--- config.mk ---
export PLATFORM = sky130hd
export DESIGN_NAME = tdm_demux8
export DESIGN_NICKNAME = d
export VERILOG_FILES = /design/src/rtl/tdm_demux8.sv
export SDC_FILE = /design/constraint.sdc
export NUM_CORES = 1
export LEC_CHECK = 0
export BUFFER_PORTS_ARGS = -buffer_cell sky130_fd_sc_hd__buf_2
export CAP_MARGIN = 25
export CORE_MARGIN = 2
export CORE_UTILIZATION = 60
export DETAILED_ROUTE_END_ITERATION = 8
export GPL_ROUTABILITY_DRIVEN = 1
export PLACE_DENSITY = 0.84
export SLEW_MARGIN = 5
export SYNTH_ARGS = -nofsm -noshare
export SYNTH_HDL_FRONTEND = slang
export SYNTH_SLANG_ARGS = --single-unit
export TNS_END_PERCENT = 100
--- constraint.sdc ---
create_clock -name clk -period 2.9 [get_ports clk]
set_input_delay 0.145 -clock clk [delete_from_list [all_inputs] [get_ports clk]]
set_output_delay 0.145 -clock clk [all_outputs]
set_load 0.005 [all_outputs]
--- src/rtl/tdm_demux8.sv ---
// -----------------------------------------------------------------------------
// tdm_demux8 -- time-division demultiplexer, serial word stream -> 8 lanes.
//
// Words arrive one per accepted cycle and are written to capture lane `slot`.
// The word written to lane 7 completes a frame: all eight lanes move to the
// single-entry output register on that edge. A start-of-frame word always
// lands in lane 0 and discards any partial frame.
//
// Ports:
//   clk        in   rising-edge clock
//   rst_n      in   synchronous active-low reset
//   in_data    in   W-bit input word
//   in_valid   in   in_data valid this cycle
//   in_ready   out  word can be accepted this cycle
//   in_sof     in   start of frame (qualified by accept)
//   in_par     in   even parity of in_data      (TDM_DEMUX8_PARITY_EN only)
//   out_perr   out  parity error seen in frame  (TDM_DEMUX8_PARITY_EN only)
//   out_lanes  out  completed frame, lane k at [k*W +: W]
//   out_valid  out  out_lanes holds an unconsumed frame
//   out_ready  in   consumer takes the frame when high with out_valid
//   slot       out  index of the next lane to be written
//
// Optional feature macro: TDM_DEMUX8_PARITY_EN
// -----------------------------------------------------------------------------
module tdm_demux8 #(
    parameter int W = 8
) (
    input  logic           clk,
    input  logic           rst_n,
    input  logic [W-1:0]   in_data,
    input  logic           in_valid,
    output logic           in_ready,
    input  logic           in_sof,
`ifdef TDM_DEMUX8_PARITY_EN
    input  logic           in_par,
    output logic           out_perr,
`endif
    output logic [8*W-1:0] out_lanes,
    output logic           out_valid,
    input  logic           out_ready,
    output logic [2:0]     slot
);

`ifdef TDM_DEMUX8_PARITY_EN
    // Even parity bit of a word: the bit that makes the total count of ones even.
    function automatic logic even_par(input logic [W-1:0] d);
        even_par = ^d;
    endfunction
`endif

    // Lane 7 never needs storage: its word goes straight to the output register.
    logic [6:0][W-1:0] cap_q, cap_d;
    logic [2:0]        slot_q, slot_d;
    logic [8*W-1:0]    out_lanes_q, out_lanes_d;
    logic              out_valid_q, out_valid_d;
    logic              accept_s;
    logic              complete_s;
    logic              consume_s;
    logic              in_ready_s;
`ifdef TDM_DEMUX8_PARITY_EN
    logic              perr_q, perr_d;
    logic              out_perr_q, out_perr_d;
    logic              mismatch_s;
`endif

    // Next-state logic: capture, frame completion, output handshake.
    always_comb begin
        // A completing word is held off only while the output is full and not draining.
        in_ready_s  = ~((slot_q == 3'd7) & out_valid_q & ~out_ready);
        accept_s    = in_valid & in_ready_s;
        complete_s  = accept_s & ~in_sof & (slot_q == 3'd7);
        consume_s   = out_valid_q & out_ready;
        cap_d       = cap_q;
        slot_d      = slot_q;
        out_lanes_d = out_lanes_q;
        out_valid_d = out_valid_q;

        if (accept_s) begin
            if (in_sof) begin
                cap_d[0] = in_data;
                slot_d   = 3'd1;
            end else if (slot_q != 3'd7) begin
                cap_d[slot_q] = in_data;
                slot_d        = slot_q + 3'd1;
            end else begin
                slot_d = 3'd0;
            end
        end else begin
            slot_d = slot_q;
        end

        // A new frame wins over a simultaneous consume, keeping out_valid high.
        if (complete_s) begin
            out_lanes_d = {in_data, cap_q};
            out_valid_d = 1'b1;
        end else if (consume_s) begin
            out_valid_d = 1'b0;
        end else begin
            out_valid_d = out_valid_q;
        end

`ifdef TDM_DEMUX8_PARITY_EN
        mismatch_s = accept_s & (in_par != even_par(in_data));
        perr_d     = perr_q;
        out_perr_d = out_perr_q;
        if (accept_s & in_sof) begin
            perr_d = mismatch_s;
        end else if (complete_s) begin
            out_perr_d = perr_q | mismatch_s;
            perr_d     = 1'b0;
        end else begin
            perr_d = perr_q | mismatch_s;
        end
`endif
    end

    // State registers with synchronous active-low reset.
    always_ff @(posedge clk) begin
        if (!rst_n) begin
            cap_q       <= '0;
            slot_q      <= 3'd0;
            out_lanes_q <= '0;
            out_valid_q <= 1'b0;
`ifdef TDM_DEMUX8_PARITY_EN
            perr_q      <= 1'b0;
            out_perr_q  <= 1'b0;
`endif
        end else begin
            cap_q       <= cap_d;
            slot_q      <= slot_d;
            out_lanes_q <= out_lanes_d;
            out_valid_q <= out_valid_d;
`ifdef TDM_DEMUX8_PARITY_EN
            perr_q      <= perr_d;
            out_perr_q  <= out_perr_d;
`endif
        end
    end

    assign in_ready  = in_ready_s;
    assign out_lanes = out_lanes_q;
    assign out_valid = out_valid_q;
    assign slot      = slot_q;
`ifdef TDM_DEMUX8_PARITY_EN
    assign out_perr  = out_perr_q;
`endif

endmodule

==> metrics.yaml <==
tns_ns: 0
seqCellArea_sq_um: 2480
synthTopCellsByArea: "dfxtp_1 49%, mux2i_1 11%, o31ai_1 9.5%, nand4_1 7.9%, a21oi_1 6.6%"
synth_seq_area_share_pct: 49.2
crit_chain: "ha_1 > ha_1 > and2b_2 > buf_12 > nand4_1 > a21oi_1"
die_height_um: 95.7
switching_share_pct: 22.3
wl_um: 13500
critical_path_class: "register to register"
drc: 0
power_frac_clock_pct: 50.9
powerDensity_nw_per_um2: 639
antenna_found_initial: 0
rsz0062_at_grt: "no"
root_buffer: "clkbuf_8"
crit_required_ns: 3.33
hold_class: "input pin to register"
clock-sinks: 124
reg2reg_to: "out_lanes[62]"
muxShareOfSynthArea_pct: 11.1
worst_slew_pin_slew_ns: 0.822
finalMaxSlewViolations: 0
die_x_um: 95.7
hold_depth: 3
leakage_nw: 2.55
worst_path_most_repeated_cell: "ha_1"
rr_startpoint: "slot[0]"
post_cts_buffers: 0
synth-compound-area-share_pct: 17.2
fin_skew_ns: 0.00796
numCtsBuffers: 17
maxCapViolCount: 0
io_pins: 82
synth_xor_xnor_area_share_pct: 0
seqPwrFrac_pct: 44.8
finalSetupViolCount: 0
path_buf_inv: 1
internal_power_w: 0.00301
synth_top_area_share_pct: 49.2
crit_arrival_ns: 2.69
place_congestion: 0.794
final_cell_area_sq_um: 6050
num_rows: 33
rrSetupSlack_ns: 0.64
critical_path_depth: 6
grt_usage_pct: 30.2
grt_max_degree: 66
worstSetupEndpoint: "out_lanes[62]"
max_clock_freq_mhz: 442
netlist_instances: 532
min_period_ns: 2.26
vdd_drop_max_mv: 0.478
die_area_sq_um: 9160
relSlewSlack_pct: 45.1
p_sw_w: 0.000864
cts.hold.buffers_added: 9
ys_seq_elements: 124
synth-adder-area-share_pct: 0.496
yosysUniqueCellTypes: 32
p_comb_share_pct: 4.3
synth_nets: 547
max_stage_delay_ns: 0.50
initial_core_util_pct: 61.7
drive_gt1_share_pct: 22.1
crit_slowest_cell: "dfxtp_1"
multiInputGateArea_sq_um: 2270
h-tree-depth: 4
reg2regPathDepth: 6
endpoint_kind: "register"
cts_tree: "built"
diodes: 0
drtPass1Iterations: 5
placed_cell_area_sq_um: 5390
cts_resized: 0
synthesis.area_sq_um: 5040
yosys.area.top_type: "dfxtp_1"
outcome: "completed"
insertion_delay_ns: 0.51
viasPerCell: 6.37
hpwlAfterDp_um: 7310
io_buffers: 81
grt_pass1_wl_um: 21200
wl_per_cell_um: 19.1
hold_violations: 0
ant_nets: 0
critPathTopFamily: "adder cells"
nets: 604
clockBufferDepth: 2
yosysWarnings: 0
clk_pin_slew_ns: 0.06
core-area_sq_um: 8180
yosys.area_share.simple_pct: 15.9
avgSynthCellArea_sq_um: 9.48
drtIter0Drc: 363
vias: 4495
crit_fanout: 51
grt_pass1_vias: 4263
n_fill_cell: 562
timing.final.crit_share_pct: 78.1
startpoint: "slot[0]"
overflow: 0
cp-start-kind: "register"
synth_top_family_by_area: "compound AO/OA/AOI/OAI gates"
syn_to_final_growth_pct: 20.0
## final cells by class
cell class	count	share of cell area, %
Inverter	3	0.186
Multi-Input combinational cell	345	37.5
Tap cell	105	2.17
Timing Repair Buffer	98	10.0
Sequential cell	124	41.0
Clock inverter	7	1.03
Clock buffer	24	8.10
## kinds of logic after synthesis
logic type | count (synthesis)
muxes | 56
adders and majority gates | 2
buffers and inverters | 63
AOI/OAI and AO/OA | 137
and+or+nand+nor | 150
DFF | 124
## cell usage after synthesis
| master | n |
|---|---|
| dfxtp_1 | 124 |
| a21oi_1 | 67 |
| nand2_1 | 64 |
| nand4_1 | 64 |
| o31ai_1 | 64 |
| mux2i_1 | 56 |
| clkbuf_1 | 27 |
| buf_2 | 22 |
| buf_4 | 7 |
| nand2_2 | 5 |
| nor2b_1 | 4 |
| and3_1 | 2 |
| buf_1 | 2 |
| buf_6 | 2 |
| ha_1 | 2 |
| inv_1 | 2 |
| nand2b_1 | 2 |
| nor2_1 | 2 |
| a21bo_2 | 1 |
| a21boi_0 | 1 |
| and2b_1 | 1 |
| and4bb_2 | 1 |
| inv_2 | 1 |
| nand3b_1 | 1 |
| nand4b_1 | 1 |
| nor4_1 | 1 |
| nor4b_1 | 1 |
| nor4b_4 | 1 |
| o211ai_2 | 1 |
| o21a_1 | 1 |
| o21ai_0 | 1 |
| o32ai_1 | 1 |
## how the worst min path moves through the flow
stage | from | end | slack, ns
2_1_floorplan | in_data[0] | out_lanes[56] | 0.30
3_3_place_gp | in_data[6] | out_lanes[62] | 0.42
3_5_place_dp | in_data[3] | out_lanes[59] | 0.42
4_1_cts | in_valid | out_lanes[59] | 0.15
5_1_grt | in_valid | out_lanes[59] | 0.19
6_report | in_valid | out_lanes[59] | 0.18
## state kept, by name, summed over array words and instances (netlist names)
register and cells:
out_lanes 64, cap_q 56, slot 3, out_valid 1
## per-stage QoR
| stage | worst slack (ns) | hold WS, ns | power [W] | util, % | instances |
|---|---|---|---|---|---|
| final | 0.636 | 0.183 | 0.00387 | 74.1 | 706 |
| after global routing | 0.504 | 0.187 | 0.00395 | 74.1 | 706 |
| after CTS | 0.711 | 0.151 | 0.00385 | 73.8 | 705 |
| after detailed placement | 0.817 | 0.424 | 0.00191 | 65.9 | 665 |
| after global placement | 0.926 | 0.421 | 0.00191 | 65.7 | 664 |
| after floorplan | 1.16 | 0.295 | 0.00187 | - | 532 |
## tightest hold or removal path: cells and delay by family
family                 cells  cell delay (ns)
AO/OA/AOI/OAI              1             0.05
buffers and inverters      1             0.28
AND/OR/NAND/NOR            1             0.16
## per-layer routing
metal / GRT usage (%) / up-vias / part of all wire, %
met4: 13.3 / 0 / 3.1
met5: 0 / - / 0
li1: - / 2083 / -
met1: 39.3 / 2162 / 41
met2: 47.2 / 205 / 48
met3: 8.07 / 45 / 7.1
## power by group through the flow
stage	clock [W]	sequential [W]	combinational (W)
4_1_cts	0.00196	0.00173	0.000156
3_5_place_dp	0	0.00177	0.000144
5_1_grt	0.00204	0.00174	0.000174
2_1_floorplan	0	0.00177	0.000103
3_3_place_gp	0	0.00177	0.000141
6_report	0.00197	0.00174	0.000165
## layout by cell type (no fill, tap or decap), types with 3 or more instances in the layout
| cell type | n |
|---|---|
| a21oi_1 | 67 |
| dfxtp_1 | 124 |
| nor2b_1 | 3 |
| clkbuf_16 | 16 |
| buf_2 | 81 |
| dlygate4sd3_1 | 9 |
| nand4_1 | 64 |
| nand2_1 | 64 |
| mux2i_1 | 56 |
| nand2_2 | 5 |
| clkbuf_8 | 6 |
| buf_4 | 4 |
| o31ai_1 | 64 |
| clkinv_2 | 5 |
| buf_12 | 4 |
(Power assumes the default switching activity.)
